## config.mk

```make
export PLATFORM = sky130hd
export DESIGN_NAME = tdm_audio_tx
export DESIGN_NICKNAME = d
export VERILOG_FILES = /design/src/rtl/audio_pkg.sv /design/src/rtl/audio_bclk_gen.sv /design/src/rtl/tdm_audio_tx.sv
export SDC_FILE = /design/constraint.sdc
export NUM_CORES = 1
export LEC_CHECK = 0
export CORE_MARGIN = 4
export CORE_UTILIZATION = 43
export CTS_BUF_LIST = sky130_fd_sc_hd__clkbuf_4
export DETAILED_ROUTE_END_ITERATION = 7
export MAX_ROUTING_LAYER = met4
export PLACE_DENSITY_LB_ADDON = 0.15
export RECOVER_POWER = 50
export SLEW_MARGIN = 20
export SYNTH_ARGS = -nofsm -noshare
export SYNTH_HDL_FRONTEND = slang
export SYNTH_HIERARCHICAL = 1
export SYNTH_SLANG_ARGS = --single-unit
export TNS_END_PERCENT = 50
```

## constraint.sdc

```tcl
create_clock -name clk_i -period 2.9 [get_ports clk_i]
set_clock_uncertainty 0.1 [all_clocks]
set_input_delay 0.29 -clock clk_i [delete_from_list [all_inputs] [get_ports clk_i]]
set_output_delay 0.29 -clock clk_i [all_outputs]
set_load 0.02 [all_outputs]
```

## src/rtl/audio_pkg.sv

```systemverilog
// Shared constants and width helpers for the serial audio transmitter.
// Mode encodings match the mode_i pin of tdm_audio_tx.
package audio_pkg;

    localparam logic AUDIO_MODE_I2S = 1'b0;
    localparam logic AUDIO_MODE_TDM = 1'b1;

    // Counter width able to hold 0..n-1; never narrower than one bit.
    function automatic int unsigned ctr_width(input int unsigned n);
        return (n <= 2) ? 1 : $clog2(n);
    endfunction

    function automatic int unsigned frame_bits(input int unsigned num_ch,
                                               input int unsigned slot_w);
        return num_ch * slot_w;
    endfunction

    function automatic bit slot_fits(input int unsigned audio_dw,
                                     input int unsigned slot_w);
        return slot_w >= audio_dw;
    endfunction

endpackage

```

## src/rtl/audio_bclk_gen.sv

```systemverilog
// Bit clock generator: divides clk_i down to sck_o and flags the cycle
// on which sck_o falls so the transmitter can launch the next bit.
module audio_bclk_gen
    import audio_pkg::*;
#(
    parameter int CLK_DIV = 2
) (
    input  logic clk_i,
    input  logic rst_i,
    input  logic en_i,
    output logic sck_o,
    output logic fall_tick_o
);

    localparam int DIV_W = ctr_width(CLK_DIV);
    localparam logic [DIV_W-1:0] DIV_LAST = DIV_W'(CLK_DIV - 1);

    logic [DIV_W-1:0] div_cnt;
    logic             wrap;

    assign wrap        = (div_cnt == DIV_LAST);
    assign fall_tick_o = en_i & ~rst_i & wrap & sck_o;

    // Disabling parks the divider at zero with sck low, so every enable
    // restarts with a full low half-period before the first rising edge.
    always_ff @(posedge clk_i) begin
        if (rst_i || !en_i) begin
            div_cnt <= '0;
            sck_o   <= 1'b0;
        end else if (wrap) begin
            div_cnt <= '0;
            sck_o   <= ~sck_o;
        end else begin
            div_cnt <= div_cnt + 1'b1;
        end
    end

endmodule

```

## src/rtl/tdm_audio_tx.sv

```systemverilog
// Parametrised I2S / TDM (DSP-A) serial audio transmitter with a
// double-buffered valid/ready frame input and sticky underrun flag.
module tdm_audio_tx
    import audio_pkg::*;
#(
    parameter int AUDIO_DW = 8,
    parameter int SLOT_W   = 16,
    parameter int NUM_CH   = 2,
    parameter int CLK_DIV  = 2
) (
    input  logic                       clk_i,
    input  logic                       rst_i,
    input  logic                       en_i,
    input  logic                       mode_i,
    input  logic [NUM_CH*AUDIO_DW-1:0] sample_i,
    input  logic                       sample_valid_i,
    output logic                       sample_ready_o,
    input  logic                       underrun_clr_i,
    output logic                       sck_o,
    output logic                       ws_o,
    output logic                       sd_o,
    output logic                       frame_start_o,
    output logic                       underrun_o
);

    localparam int FRAME_W = frame_bits(NUM_CH, SLOT_W);
    localparam int BIT_W   = ctr_width(SLOT_W);
    localparam int SLOT_CW = ctr_width(NUM_CH);
    localparam logic [BIT_W-1:0]   BIT_LAST  = BIT_W'(SLOT_W - 1);
    localparam logic [SLOT_CW-1:0] SLOT_LAST = SLOT_CW'(NUM_CH - 1);

    logic                       fall_tick;
    logic [BIT_W-1:0]           bit_cnt;
    logic [BIT_W-1:0]           bit_nxt;
    logic [SLOT_CW-1:0]         slot_cnt;
    logic [SLOT_CW-1:0]         slot_nxt;
    logic                       boundary;
    logic                       ws_nxt;
    logic                       mode_q;
    logic                       load;
    logic [NUM_CH*AUDIO_DW-1:0] holding;
    logic                       holding_full;
    logic [FRAME_W-1:0]         shift_reg;
    logic [FRAME_W-1:0]         frame_word;
    logic [FRAME_W-1:0]         load_word;

    audio_bclk_gen #(
        .CLK_DIV(CLK_DIV)
    ) u_bclk (
        .clk_i      (clk_i),
        .rst_i      (rst_i),
        .en_i       (en_i),
        .sck_o      (sck_o),
        .fall_tick_o(fall_tick)
    );

    assign sample_ready_o = ~holding_full;
    assign load           = sample_valid_i & ~holding_full;

    // Position of the bit about to be launched, and the ws level that goes
    // with it; ws leads the slot it announces by one bit clock.
    always_comb begin
        bit_nxt  = bit_cnt + 1'b1;
        slot_nxt = slot_cnt;
        if (bit_cnt == BIT_LAST) begin
            bit_nxt  = '0;
            slot_nxt = (slot_cnt == SLOT_LAST) ? '0 : slot_cnt + 1'b1;
        end
        boundary = fall_tick && (bit_nxt == '0) && (slot_nxt == '0);
        if (mode_q == AUDIO_MODE_TDM) begin
            ws_nxt = (bit_nxt == BIT_LAST) && (slot_nxt == SLOT_LAST);
        end else begin
            ws_nxt = (bit_nxt == BIT_LAST) ? ~slot_nxt[0] : slot_nxt[0];
        end
    end

    // Wire-order frame image: each channel left-justified in its slot.
    always_comb begin
        frame_word = '0;
        for (int k = 0; k < NUM_CH; k++) begin
            frame_word[FRAME_W-1-k*SLOT_W -: AUDIO_DW] = holding[AUDIO_DW*k +: AUDIO_DW];
        end
        load_word = holding_full ? frame_word : '0;
    end

    // Mode is frozen while transmitting so a frame never mixes framings.
    always_ff @(posedge clk_i) begin
        if (rst_i || !en_i) begin
            mode_q <= mode_i;
        end
    end

    // A load coinciding with the boundary is not forwarded: the boundary
    // drains the old (possibly empty) contents and the new frame waits.
    always_ff @(posedge clk_i) begin
        if (rst_i) begin
            holding      <= '0;
            holding_full <= 1'b0;
            underrun_o   <= 1'b0;
        end else begin
            if (load) begin
                holding      <= sample_i;
                holding_full <= 1'b1;
            end else if (boundary) begin
                holding_full <= 1'b0;
            end
            if (boundary && !holding_full) begin
                underrun_o <= 1'b1;
            end else if (underrun_clr_i) begin
                underrun_o <= 1'b0;
            end
        end
    end

    // Parked on the last bit of the frame so the first fall tick after
    // enable lands exactly on a frame boundary.
    always_ff @(posedge clk_i) begin
        if (rst_i || !en_i) begin
            bit_cnt       <= BIT_LAST;
            slot_cnt      <= SLOT_LAST;
            shift_reg     <= '0;
            sd_o          <= 1'b0;
            ws_o          <= 1'b0;
            frame_start_o <= 1'b0;
        end else begin
            frame_start_o <= boundary;
            if (fall_tick) begin
                bit_cnt  <= bit_nxt;
                slot_cnt <= slot_nxt;
                ws_o     <= ws_nxt;
                if (boundary) begin
                    sd_o      <= load_word[FRAME_W-1];
                    shift_reg <= {load_word[FRAME_W-2:0], 1'b0};
                end else begin
                    sd_o      <= shift_reg[FRAME_W-1];
                    shift_reg <= {shift_reg[FRAME_W-2:0], 1'b0};
                end
            end
        end
    end

endmodule

```

# Word-level counts from Yosys, hierarchy flattened
# Index checks and enable logic that the tools add are counted.
word_totals:
  elab_cells: 48
  reg_bits: 61
  output_inout_bits: 6
  in_bits: 22
op_classes:
  add_sub_neg: 3
  reduce_logical: 11
  mux: 12
  n_bitwise: 8
  eq_ne: 2
ops:
  columns: ["cell", "count"]
  rows:
  - ["two-way mux 32 bit", 2]
  - ["two-way mux 1 bit", 9]
  - ["== test 4 bit, second input constant", 2]
  - ["adder 4 x 1 -> 4 bit, second input constant", 1]
  - ["bitwise AND 1 bit", 4]
  - ["logical AND 1 bit", 4]
  - ["zero test 4 bit", 1]
  - ["two-way mux 4 bit", 1]
  - ["NOT 1 bit", 4]
  - ["nonzero test 2 bit", 2]
  - ["adder 1 bit, second input constant", 2]
  - ["zero test 1 bit", 2]
  - ["OR reduction 2 bit", 1]
  - ["logical OR 1 bit", 1]

# Longest topological paths before layout
# Gate-level depths: netlist of the first run.
logic_depth:
  ltp_word: 8
  depth_mapped: 9
  mapped_depth_nobuf: 8

# Cells and area by module
# Netlist of the first run, hierarchy kept.
by_module_without_submodules:
  columns: ["mod", "cells_each", "seq_area_each_um2", "area_per_inst_um2", "instances"]
  rows:
  - ["tdm_audio_tx", 251, 1011.0, 2060.7, 1]
  - ["audio_bclk_gen", 8, 40.0, 70.1, 1]

# Worst setup path before layout of the first run
# OpenSTA, ideal clock, no wires.
synth_timing:
  kind: "register -> register"
  startpoint: "register bit_cnt[0]"
  endpoint: "register shift_reg[9]"
  t_required_ns: 2.672
  setup_ns: 0.128
  stages_incl_launch_ff: 10
  path_buffers: 3
  period_less_slack_ns: 1.825
  path_slack_ns: 1.075
  arrival_ns: 1.597
  path_cell_list: "dfxtp_1 > ha_1 > buf_6 > and3_4 > a21oi_1 > a21o_1 > buf_6 > buf_8 > a2bb2oi_1 > nor2_1"
synth_between:
  elab_chain_cells: 6
  word_cells_on_any_way: 9
  cone_classes: "1 x add/sub; 1 x eq/ne; 3 x mux; 1 x bitwise; 3 x reduce/logical"
synth_rtl:
  columns: ["element", "line", "rtl"]
  rows:
  - ["start, declared", "tdm_audio_tx.sv:33", "logic [BIT_W-1:0] bit_cnt;"]
  - ["start signal, assigned", "tdm_audio_tx.sv:128", "bit_cnt <= bit_nxt;"]
  - ["adder 4 x 1 -> 4 bit or == test 4 bit (tied branches)", "tdm_audio_tx.sv:63, tdm_audio_tx.sv:65", null]
  - ["two-way mux 4 bit", "tdm_audio_tx.sv:65", "if (bit_cnt == BIT_LAST) begin"]
  - ["zero test 4 bit", "tdm_audio_tx.sv:69", "boundary = fall_tick && (bit_nxt == '0) && (slot_nxt == '0);"]
  - ["logical AND 1 bit", "tdm_audio_tx.sv:69", null]
  - ["logical AND 1 bit (*)", "tdm_audio_tx.sv:69", null]
  - ["two-way mux 32 bit (*)", "tdm_audio_tx.sv:131", "if (boundary) begin"]
  - ["end signal, assigned", "tdm_audio_tx.sv:133", "shift_reg <= {load_word[FRAME_W-2:0], 1'b0};"]
  - ["end signal, assigned", "tdm_audio_tx.sv:136", "shift_reg <= {shift_reg[FRAME_W-2:0], 1'b0};"]
  - ["end, declared", "tdm_audio_tx.sv:43", "logic [FRAME_W-1:0] shift_reg;"]
# Every way passes the cells marked *; elsewhere a longest branch is shown, timed or not.
# A chain may end at the register's enable or synchronous reset.

# Worst setup path in the final report of the first run
layout_timing:
  startpoint: "input rst_i"
  endpoint: "register shift_reg[15]"
layout_between:
  elab_chain_cells: 7
  word_cells_on_any_way: 8
  cone_classes: "1 x mux; 4 x bitwise; 3 x reduce/logical"
layout_rtl:
  columns: ["element", "line", "rtl"]
  rows:
  - ["start, declared", "tdm_audio_tx.sv:12", "input logic rst_i,"]
  - ["NOT 1 bit (*)", "audio_bclk_gen.sv:22", "assign fall_tick_o = en_i & ~rst_i & wrap & sck_o;"]
  - ["bitwise AND 1 bit (*) (3 in a row)", "audio_bclk_gen.sv:22", null]
  - ["net fall_tick", "tdm_audio_tx.sv:32", "logic fall_tick;"]
  - ["logical AND 1 bit (2 in a row)", "tdm_audio_tx.sv:69", null]
  - ["two-way mux 32 bit", "tdm_audio_tx.sv:131", null]
# Mark *: on every way through the listed nets, which the timed path passes. The rest lies on a longest branch.

==> metrics.txt, run 1 <==
# TYPE chip_impl_metric gauge
chip_impl_info{name="outcome",value="completed"} 1
chip_impl_metric{name="ioPinCount",unit=""} 28
chip_impl_metric{name="cts_buffer_depth",unit=""} 2
chip_impl_metric{name="tightestPinTransition",unit="ps"} 891
chip_impl_metric{name="placement.io_buffers",unit=""} 27
chip_impl_metric{name="leakage",unit="nW"} 0.882
chip_impl_metric{name="via_per_inst",unit=""} 5.02
chip_impl_metric{name="multi_input_gate_area_in_the_final_layout",unit="um^2"} 937
chip_impl_metric{name="power.ir.vdd_worst",unit="mV"} 0.305
chip_impl_metric{name="finish.net_count",unit=""} 304
chip_impl_metric{name="fillCellCount",unit=""} 472
chip_impl_info{name="unrepaired_setup_endpoints_after_global_routing",value="no"} 1
chip_impl_metric{name="setup_viol",unit=""} 0
chip_impl_metric{name="grt_start_max_net_pins",unit=""} 45
chip_impl_info{name="worstHoldPathType",value="reg2reg"} 1
chip_impl_metric{name="cts.repair.resized",unit=""} 0
chip_impl_metric{name="hpwl",unit="um"} 2850
chip_impl_metric{name="post_cts.repair.setup_buffers",unit=""} 0
chip_impl_metric{name="initial_antenna_violation_count",unit=""} 0
chip_impl_metric{name="crit_required",unit="ps"} 3050
chip_impl_metric{name="fp-row-count",unit=""} 25
chip_impl_info{name="cts_root_buf",value="clkbuf_4"} 1
chip_impl_metric{name="synth-seq-area-share",unit=""} 0.493
chip_impl_info{name="library_cell_with_the_largest_summed_area_after_synthesis",value="dfxtp_1"} 1
chip_impl_metric{name="layout.area.seq",unit="um^2"} 1050
chip_impl_metric{name="coreArea",unit="um^2"} 4750
chip_impl_metric{name="unique_cell_type_count_in_the_yosys_netlist",unit=""} 34
chip_impl_info{name="mostFrequentLayoutCells",value="nand2_1 (68), dfxtp_1 (51), a21oi_1 (29), clkdlybuf4s50_1 (21), o21ai_0 (18)"} 1
chip_impl_info{name="timing_worst_setup_path_type",value="in2reg"} 1
chip_impl_metric{name="die_area",unit="um^2"} 6150
chip_impl_metric{name="number_of_flip_flops_under_the_largest_register_name",unit=""} 23
chip_impl_metric{name="finalHoldViolations",unit=""} 0
chip_impl_info{name="ys.flop_type",value="dfxtp_1"} 1
chip_impl_metric{name="clk_transition_reported_paths",unit="ps"} 140
chip_impl_metric{name="yosys_warnings",unit=""} 6
chip_impl_metric{name="number_of_nets_produced_by_synthesis",unit=""} 285
chip_impl_metric{name="wl",unit="um"} 4260
chip_impl_metric{name="fin_crit_share",unit=""} 0.838
chip_impl_metric{name="synth_seq_cells",unit=""} 52
chip_impl_metric{name="post_synthesis_instance_area",unit="um^2"} 2130
chip_impl_metric{name="track_usage",unit=""} 0.148
chip_impl_metric{name="power.switching_fraction",unit=""} 0.239
chip_impl_metric{name="routedWlPerCell",unit="um"} 12.3
chip_impl_info{name="layout_commonest_cell",value="nand2_1"} 1
chip_impl_metric{name="die_h",unit="um"} 78.4
chip_impl_metric{name="critPathArrivalTime",unit="ps"} 2580
chip_impl_metric{name="die_w",unit="um"} 78.4
chip_impl_metric{name="htree_levels",unit=""} 2
chip_impl_info{name="r2r_start",value="bit_cnt[0]"} 1
chip_impl_metric{name="gp_routability_congestion",unit=""} 0.784
chip_impl_metric{name="dr_total_vias",unit=""} 1731
chip_impl_metric{name="cts_inserted_buffers",unit=""} 5
chip_impl_metric{name="wire_length_of_the_first_global_routing_pass",unit="um"} 7050
chip_impl_metric{name="switchingPower",unit="mW"} 0.272
chip_impl_metric{name="cap_violations",unit=""} 0
chip_impl_metric{name="period_minus_slack",unit="ps"} 2430
chip_impl_metric{name="ant_nets",unit=""} 0
chip_impl_metric{name="fmaxAchievable",unit="MHz"} 411
chip_impl_metric{name="pwr-share-comb",unit=""} 0.082
chip_impl_info{name="tritoncts",value="done"} 1
chip_impl_info{name="synth.area.top_cells",value="dfxtp_1 (48%), nand2_1 (12%), a21oi_1 (6.8%), o21ai_0 (4.2%), a221oi_1 (2.9%)"} 1
chip_impl_metric{name="slew_headroom",unit=""} 0.406
chip_impl_metric{name="asyncSetResetFlopFracSynth",unit=""} 0
chip_impl_metric{name="total_congestion_overflow_after_global_routing",unit=""} 0
chip_impl_metric{name="p_seq_frac",unit=""} 0.656
chip_impl_metric{name="antenna_cells_inserted",unit=""} 0
chip_impl_metric{name="yosysTopAreaCellShare",unit=""} 0.479
chip_impl_metric{name="synthesized_instance_count",unit=""} 259
chip_impl_info{name="start_point_of_the_worst_min_delay_path",value="holding[0]"} 1
chip_impl_metric{name="1st_pass_router_iterations",unit=""} 4
chip_impl_metric{name="syn_area_per_cell",unit="um^2"} 8.23
chip_impl_metric{name="power.clock.fraction",unit=""} 0.262
chip_impl_metric{name="setup-tns-final",unit="ps"} 0
chip_impl_info{name="worstSetupEndpointType",value="register"} 1
chip_impl_metric{name="drt_iter0_drc",unit=""} 96
chip_impl_metric{name="cts_hold_buffers",unit=""} 0
chip_impl_metric{name="fraction_of_layout_instances_using_a_drive_strength_above_1",unit=""} 0.0468
chip_impl_metric{name="synth_enable_flop_cells",unit=""} 1
chip_impl_metric{name="drc",unit=""} 0
chip_impl_info{name="timing.critical_path.from_type",value="input port"} 1
chip_impl_metric{name="max_transition_viols_final",unit=""} 0
chip_impl_metric{name="internal_power",unit="mW"} 0.865
chip_impl_metric{name="report.power.total",unit="mW"} 1.14
chip_impl_metric{name="sink_count_of_the_clock_tree",unit=""} 52
chip_impl_metric{name="area_growth_syn_to_layout",unit="%"} 14.4
chip_impl_metric{name="largest_fanout_on_the_critical_path",unit=""} 44
chip_impl_metric{name="powerDensity",unit="nW/um^2"} 467
chip_impl_metric{name="grt_pass1_vias",unit=""} 1564
chip_impl_metric{name="initial_utilization",unit=""} 0.448
chip_impl_info{name="cp-startpoint",value="rst_i"} 1
chip_impl_metric{name="insertion_delay",unit="ps"} 350
-- routing by layer --
layer | wire length [um] | global-route usage
met3 | 123 | 0.0356
met1 | 2110 | 0.182
met4 | 58 | 0.0524
met2 | 1960 | 0.240
met5 | 0 | -
-- cells in the mapped netlist (all sizes together) (3+ instances only) --
library cell,n
nand2,68
inv,5
nor2,16
o21ai,18
a21oi,30
buf,10
a221oi,7
a31oi,8
ha,4
nand3,10
clkbuf,10
dfxtp,51
nand2b,3
-- critical path: stages --
cell	delay [ps]
dlygate4sd3_1	550
nand2b_1	190
nor2_2	140
clkbuf_2	580
inv_1	420
a221oi_1	330
nor2_1	60
-- cell families (layout without fill, tap and decap cells) --
logic type / after synthesis / after routing / synth area share
flip-flops: 52 / 52 / 0.493
AO/OA/AOI/OAI: 69 / 69 / 0.189
XOR/XNOR: 3 / 3 / 0.0123
multiplexers: 2 / 2 / 0.00998
buffers and inverters: 25 / 44 / 0.0681
AND/OR/NAND/NOR: 104 / 104 / 0.204
adder cells (fa/ha/maj): 4 / 4 / 0.0235
-- worst paths after layout --
path / depth (start not counted) / slack (ps) / endpoint
worst min-delay path: 2 / 360 / holding[0]
worst min register to register: 2 / 360 / holding[0]
worst max register to register: 7 / 540 / shift_reg[19]
worst max-delay path: 7 / 470 / shift_reg[15]
-- cell type report --
cell class,count,share of cell area
multi-input cells,182,0.384
clock inverters,2,0.00308
flip-flops and latches,52,0.431
well taps,67,0.0344
clock buffers,5,0.0154
inverters,5,0.00770
repair buffers,32,0.124
-- power groups by stage --
stage / Combinational, mW / Clock, mW / Sequential, mW
floorplan: 0.0511 / 0 / 0.759
global placement: 0.0946 / 0 / 0.762
detailed placement: 0.0955 / 0 / 0.762
CTS: 0.0959 / 0.311 / 0.747
global route: 0.104 / 0.338 / 0.749
finish: 0.0933 / 0.298 / 0.746
-- through the flow --
stage	setup WS (ps)	utilization	hold WS [ps]	cells	instance area, um^2
after global placement	587	0.504	342	338	2400
after CTS	550	0.514	357	345	2440
after floorplan	1080	-	289	259	2130
after global routing	253	0.513	356	345	2440
after detailed placement	578	0.504	348	338	2400
final	468	0.513	364	345	2440
Power figures use the tool's default switching activity.
==> inputs of run 2 (changes only) <==
==> constraint.sdc (replaced) <==
create_clock -name clk_i -period 2.15 [get_ports clk_i]
set_clock_uncertainty 0.1 [all_clocks]
set_input_delay 0.215 -clock clk_i [delete_from_list [all_inputs] [get_ports clk_i]]
set_output_delay 0.215 -clock clk_i [all_outputs]
set_load 0.02 [all_outputs]
==> run 2 against run 1 <==
  * Die area did not move
  * Total power rose by 46%
  * Critical path depth rose by 2
  * Utilization grew 2.4 points
  * Non-clock buffer count increased by 7
  * Final area is 4.6% higher
  * Worst hold slack lost 86 ps
  * Setup slack worse by 300 ps
  * Count of clock-buffer cells in the layout stayed put
  * Sequential power up 35%
  * Clock power up 77%
  * Global-route usage rose by 0.086 points
  * Critical endpoint is now ws_o
  * Largest cell class unchanged
==> metrics.txt, run 2 (same netlist as run 1, synthesis figures left out) <==
# TYPE chip_impl_metric gauge
chip_impl_info{name="worstHoldPathType",value="in2reg"} 1
chip_impl_info{name="tritoncts",value="done"} 1
chip_impl_metric{name="placement.io_buffers",unit=""} 27
chip_impl_info{name="cp-startpoint",value="bit_cnt[0]"} 1
chip_impl_metric{name="routedWlPerCell",unit="um"} 11.7
chip_impl_metric{name="global_route.usage.met2",unit=""} 0.245
chip_impl_metric{name="grt.met3_usage",unit=""} 0.0424
chip_impl_metric{name="fin_util",unit=""} 0.536
chip_impl_metric{name="tightestPinTransition",unit="ps"} 508
chip_impl_metric{name="ioPinCount",unit=""} 28
chip_impl_metric{name="area_growth_syn_to_layout",unit="%"} 19.7
chip_impl_metric{name="fin_crit_share",unit=""} 0.920
chip_impl_metric{name="via_per_inst",unit=""} 4.94
chip_impl_metric{name="timing.critical_path.slowest_cell_delay",unit="ps"} 370
chip_impl_info{name="outcome",value="completed"} 1
chip_impl_metric{name="setup-tns-final",unit="ps"} 0
chip_impl_metric{name="fmaxAchievable",unit="MHz"} 505
chip_impl_metric{name="drc",unit=""} 0
chip_impl_info{name="timing_worst_setup_path_type",value="reg2reg"} 1
chip_impl_metric{name="1st_pass_router_iterations",unit=""} 4
chip_impl_metric{name="die_h",unit="um"} 78.4
chip_impl_metric{name="gp_routability_congestion",unit=""} 0.762
chip_impl_metric{name="cap_violations",unit=""} 0
chip_impl_metric{name="insertion_delay",unit="ps"} 360
chip_impl_metric{name="cts_buffer_depth",unit=""} 2
chip_impl_metric{name="largest_fanout_on_the_critical_path",unit=""} 6
chip_impl_metric{name="fp-row-count",unit=""} 25
chip_impl_metric{name="ant_nets",unit=""} 0
chip_impl_metric{name="grt_pass1_vias",unit=""} 1643
chip_impl_metric{name="track_usage",unit=""} 0.149
chip_impl_info{name="timing.critical_path.from_type",value="register"} 1
chip_impl_metric{name="initial_utilization",unit=""} 0.448
chip_impl_metric{name="leakage",unit="nW"} 0.933
chip_impl_metric{name="initial_antenna_violation_count",unit=""} 0
chip_impl_metric{name="dr_total_vias",unit=""} 1743
chip_impl_info{name="worstPathCellList",value="ha_2 > buf_4 > a21oi_1 > mux2_2 > nand2_1 > a21boi_0 > ha_1 > mux2i_1 > a211oi_1"} 1
chip_impl_metric{name="finalHoldViolations",unit=""} 0
chip_impl_metric{name="drt_iter0_drc",unit=""} 108
chip_impl_info{name="unrepaired_setup_endpoints_after_global_routing",value="no"} 1
chip_impl_info{name="cpMaxStageDelayCell",value="dfxtp_2"} 1
chip_impl_info{name="mostFrequentLayoutCells",value="nand2_1 (68), dfxtp_1 (50), a21oi_1 (29), clkdlybuf4s50_1 (22), o21ai_0 (18)"} 1
chip_impl_info{name="start_point_of_the_worst_min_delay_path",value="sample_i[4]"} 1
chip_impl_metric{name="grt_start_max_net_pins",unit=""} 45
chip_impl_metric{name="sink_count_of_the_clock_tree",unit=""} 52
chip_impl_info{name="r2r_start",value="bit_cnt[0]"} 1
chip_impl_metric{name="max_transition_viols_final",unit=""} 0
chip_impl_metric{name="critPathArrivalTime",unit="ps"} 2120
chip_impl_metric{name="die_area",unit="um^2"} 6150
chip_impl_metric{name="finish.net_count",unit=""} 311
chip_impl_metric{name="powerDensity",unit="nW/um^2"} 653
chip_impl_metric{name="wire_length_of_the_first_global_routing_pass",unit="um"} 7200
chip_impl_info{name="layout_commonest_cell",value="nand2_1"} 1
chip_impl_info{name="most_heavily_used_metal_layer_in_global_routing",value="met2"} 1
chip_impl_metric{name="fraction_of_layout_instances_using_a_drive_strength_above_1",unit=""} 0.0804
chip_impl_metric{name="wl",unit="um"} 4120
chip_impl_metric{name="crit_required",unit="ps"} 2290
chip_impl_metric{name="fillCellCount",unit=""} 500
chip_impl_metric{name="gr-usage-met1",unit=""} 0.180
chip_impl_metric{name="coreArea",unit="um^2"} 4750
chip_impl_metric{name="power.ir.vdd_worst",unit="mV"} 0.397
chip_impl_metric{name="htree_levels",unit=""} 2
chip_impl_metric{name="cts_inserted_buffers",unit=""} 5
chip_impl_metric{name="antenna_cells_inserted",unit=""} 0
chip_impl_metric{name="hpwl",unit="um"} 2880
chip_impl_info{name="worstSetupEndpointType",value="register"} 1
chip_impl_metric{name="setup_viol",unit=""} 0
chip_impl_metric{name="slew_headroom",unit=""} 0.660
chip_impl_metric{name="number_of_flip_flops_under_the_largest_register_name",unit=""} 23
chip_impl_info{name="cts_root_buf",value="clkbuf_4"} 1
chip_impl_metric{name="die_w",unit="um"} 78.4
chip_impl_metric{name="period_minus_slack",unit="ps"} 1980
chip_impl_metric{name="total_congestion_overflow_after_global_routing",unit=""} 0
chip_impl_metric{name="clk_transition_reported_paths",unit="ps"} 140
chip_impl_metric{name="post_cts.repair.setup_buffers",unit=""} 0
## run 2: power by group
part	internal, mW	switching [mW]	total, mW
combinational	0.0679	0.0641	0.132
sequential	0.991	0.0156	1.01
clock	0.238	0.290	0.528
## run 2: stage by stage
stage / setup slack (ps) / hold slack [ps] / power, mW / instances / area, um^2
after CTS: 67.4 / 262 / 1.69 / 353 / 2550
after global routing: 5.44 / 257 / 1.74 / 353 / 2550
after detailed placement: 99.2 / 349 / 1.16 / 345 / 2480
final: 171 / 278 / 1.67 / 353 / 2550
after global placement: 119 / 344 / 1.16 / 345 / 2480
after floorplan: 325 / 214 / 1.09 / 259 / 2130
## run 2: critical path, delay by kind of cell, from the launching register on
kind                     cells  cell delay (ps)
multiplexers                 2              330
buffers and inverters        1              150
AO/OA/AOI/OAI                3              400
flip-flops                   1              370
adder cells (fa/ha/maj)      2              470
AND/OR/NAND/NOR              1               40
## run 2: timing repair
item	in CTS	in global routing
hold buffers	0	0
endpoints found under the setup margin	0	17
hold endpoints to repair	0	0
resized for setup	0	2
## run 2: path summary, 6_finish.rpt
kind                                   end  slack [ps]  cells after the start
worst min-delay path            holding[4]         280                      3
worst min register to register  holding[0]         370                      2
worst max register to register        ws_o         170                      9
worst max-delay path                  ws_o         170                      9
## run 2: cell type report
cell class | instances | area, um^2 | area share
Clock buffer | 5 | 37.5 | 0.0147
Timing Repair Buffer | 39 | 383 | 0.150
Tap cell | 67 | 83.8 | 0.0329
Inverter | 5 | 18.8 | 0.00736
Sequential cell | 52 | 1050 | 0.413
Clock inverter | 3 | 37.5 | 0.0147
Multi-Input combinational cell | 182 | 937 | 0.368
## run 2: per-layer routing
layer | up-vias | wire [um]
met5 | - | 0
met4 | 0 | 51
met3 | 6 | 169
met2 | 20 | 1890
met1 | 789 | 2000
li1 | 928 | -
==> inputs of run 3 (changes only) <==
--- a/config.mk
+++ b/config.mk
@@ -6,11 +6,11 @@
 export NUM_CORES = 1
 export LEC_CHECK = 0
 export CORE_MARGIN = 4
-export CORE_UTILIZATION = 43
+export CORE_UTILIZATION = 50
 export CTS_BUF_LIST = sky130_fd_sc_hd__clkbuf_4
 export DETAILED_ROUTE_END_ITERATION = 7
 export MAX_ROUTING_LAYER = met4
-export PLACE_DENSITY_LB_ADDON = 0.15
+export PLACE_DENSITY = 0.83
 export RECOVER_POWER = 50
 export SLEW_MARGIN = 20
 export SYNTH_ARGS = -nofsm -noshare
==> run 3 against run 2 <==
  * Sequential cell count unchanged
  * Global-route usage up 2.4 points
  * Combinational power about the same
  * Sequential power about the same
  * Count of clock-buffer cells in the layout up 1
  * Maximum frequency down 0.35%
  * Via count up 5.4%
  * Routed wire length up 3.0%
  * Die area down 13%
  * Cell count down 4.8%
==> metrics.txt, run 3 (same netlist as run 1, synthesis figures left out) <==
# TYPE chip_impl_metric gauge
chip_impl_info{name="outcome",value="completed"} 1
chip_impl_metric{name="final_design_area_no_fill",unit="um^2"} 2490
chip_impl_info{name="cts_root_buf",value="clkbuf_4"} 1
chip_impl_metric{name="period_minus_slack",unit="ps"} 1990
chip_impl_info{name="worstPathCellList",value="ha_1 > buf_4 > nand4_1 > a21o_2 > a221oi_1 > nor2_1"} 1
chip_impl_metric{name="coreArea",unit="um^2"} 4060
chip_impl_metric{name="powerDensity",unit="nW/um^2"} 628
chip_impl_metric{name="fin_util",unit=""} 0.613
chip_impl_metric{name="cap_violations",unit=""} 0
chip_impl_metric{name="die_area",unit="um^2"} 5370
chip_impl_metric{name="routedWlPerCell",unit="um"} 12.6
chip_impl_info{name="cpMaxStageDelayCell",value="dfxtp_1"} 1
chip_impl_metric{name="wl",unit="um"} 4240
chip_impl_metric{name="htree_levels",unit=""} 2
chip_impl_metric{name="hpwl",unit="um"} 2930
chip_impl_info{name="worstHoldPathType",value="in2reg"} 1
chip_impl_metric{name="cts_hold_buffers",unit=""} 0
chip_impl_metric{name="placement.io_buffers",unit=""} 27
chip_impl_metric{name="antenna_cells_inserted",unit=""} 0
chip_impl_metric{name="ant_nets",unit=""} 0
chip_impl_metric{name="fraction_of_layout_instances_using_a_drive_strength_above_1",unit=""} 0.0769
chip_impl_metric{name="crit_required",unit="ps"} 2300
chip_impl_metric{name="area_growth_syn_to_layout",unit="%"} 16.7
chip_impl_info{name="layout_commonest_cell",value="nand2_1"} 1
chip_impl_metric{name="die_w",unit="um"} 73.3
chip_impl_metric{name="max_transition_viols_final",unit=""} 0
chip_impl_info{name="timing_worst_setup_path_type",value="reg2reg"} 1
chip_impl_metric{name="power.ir.vdd_worst",unit="mV"} 0.354
chip_impl_metric{name="grt_pass1_vias",unit=""} 1648
chip_impl_metric{name="largest_fanout_on_the_critical_path",unit=""} 6
chip_impl_metric{name="fp-row-count",unit=""} 23
chip_impl_metric{name="fin_crit_share",unit=""} 0.924
chip_impl_metric{name="critPathArrivalTime",unit="ps"} 2140
chip_impl_info{name="unrepaired_setup_endpoints_after_global_routing",value="no"} 1
chip_impl_metric{name="fillCellCount",unit=""} 376
chip_impl_metric{name="number_of_flip_flops_under_the_largest_register_name",unit=""} 23
chip_impl_metric{name="via_per_inst",unit=""} 5.47
chip_impl_info{name="r2r_start",value="bit_cnt[0]"} 1
chip_impl_info{name="tritoncts",value="done"} 1
chip_impl_metric{name="setup_viol",unit=""} 0
chip_impl_info{name="mostFrequentLayoutCells",value="nand2_1 (68), dfxtp_1 (50), a21oi_1 (28), clkdlybuf4s50_1 (21), o21ai_0 (18)"} 1
chip_impl_metric{name="fmaxAchievable",unit="MHz"} 504
chip_impl_metric{name="cts_inserted_buffers",unit=""} 5
chip_impl_metric{name="total_congestion_overflow_after_global_routing",unit=""} 0
chip_impl_metric{name="setup-tns-final",unit="ps"} 0
chip_impl_metric{name="report.power.total",unit="mW"} 1.56
chip_impl_metric{name="tightestPinTransition",unit="ps"} 522
chip_impl_metric{name="timing.critical_path.slowest_cell_delay",unit="ps"} 420
chip_impl_metric{name="finalHoldViolations",unit=""} 0
chip_impl_metric{name="drc",unit=""} 0
chip_impl_metric{name="place_area",unit="um^2"} 2410
chip_impl_metric{name="initial_antenna_violation_count",unit=""} 0
chip_impl_metric{name="grt_start_max_net_pins",unit=""} 23
chip_impl_metric{name="finish.net_count",unit=""} 311
chip_impl_metric{name="gp_routability_congestion",unit=""} 0.818
chip_impl_metric{name="leakage",unit="nW"} 0.916
chip_impl_metric{name="track_usage",unit=""} 0.173
chip_impl_metric{name="sink_count_of_the_clock_tree",unit=""} 52
chip_impl_metric{name="drt_iter0_drc",unit=""} 111
chip_impl_metric{name="insertion_delay",unit="ps"} 360
chip_impl_info{name="worstSetupEndpointType",value="register"} 1
chip_impl_metric{name="dr_total_vias",unit=""} 1837
chip_impl_metric{name="wire_length_of_the_first_global_routing_pass",unit="um"} 7200
chip_impl_metric{name="1st_pass_router_iterations",unit=""} 4
chip_impl_info{name="start_point_of_the_worst_min_delay_path",value="sample_i[9]"} 1
chip_impl_metric{name="cts_buffer_depth",unit=""} 2
chip_impl_metric{name="slew_headroom",unit=""} 0.651
chip_impl_metric{name="ioPinCount",unit=""} 28
chip_impl_info{name="cp-startpoint",value="bit_cnt[0]"} 1
chip_impl_metric{name="clk_transition_reported_paths",unit="ps"} 140
chip_impl_metric{name="initial_utilization",unit=""} 0.525
chip_impl_metric{name="die_h",unit="um"} 73.3
chip_impl_info{name="timing.critical_path.from_type",value="register"} 1
## run 3: path summary, 6_finish.rpt
kind / end / slack (ps) / cells after the start
hold reg to reg: holding[1] / 370 / 2
setup / recovery: shift_reg[16] / 160 / 6
setup reg to reg: shift_reg[16] / 160 / 6
hold / removal: holding[9] / 290 / 3
## run 3: final cells by class
class / count / area (um^2) / share of cell area
tap: 50 / 62.6 / 0.0252
clock inverter: 2 / 11.3 / 0.00453
sequential: 52 / 1050 / 0.423
inverter: 5 / 18.8 / 0.00755
multi-input combinational: 183 / 950 / 0.382
timing repair buffer: 38 / 347 / 0.139
clock buffer: 6 / 45.0 / 0.0181
## run 3: per-stage QoR
step | cells | hold WS [ps] | setup WS [ps]
after detailed placement | 326 | 346 | 127
after floorplan | 259 | 214 | 325
after global placement | 326 | 336 | 201
final | 336 | 286 | 164
after global routing | 336 | 267 | 5.54
after CTS | 334 | 273 | 112
## run 3: critical path, delay by kind of cell, from the launching register on
kind	cells	cell delay (ps)
adders and majority gates	1	240
buffers and inverters	1	150
and+or+nand+nor	2	310
DFF	1	420
AOI/OAI and AO/OA	2	640
## run 3: repair_timing
item,4_1_cts,5_1_grt
setup endpoints to repair,0,17
resized for setup,0,4
setup buffers,0,1
## run 3: power by group
part	switching [mW]	internal, mW
logic	0.0642	0.0667
registers	0.0159	0.991
clock network	0.285	0.138
## run 3: layer usage
metal | track usage | part of all wire
met4 | 0.0430 | 0.0066
met1 | 0.221 | 0.46
met2 | 0.271 | 0.48
met3 | 0.0479 | 0.052
met5 | - | 0
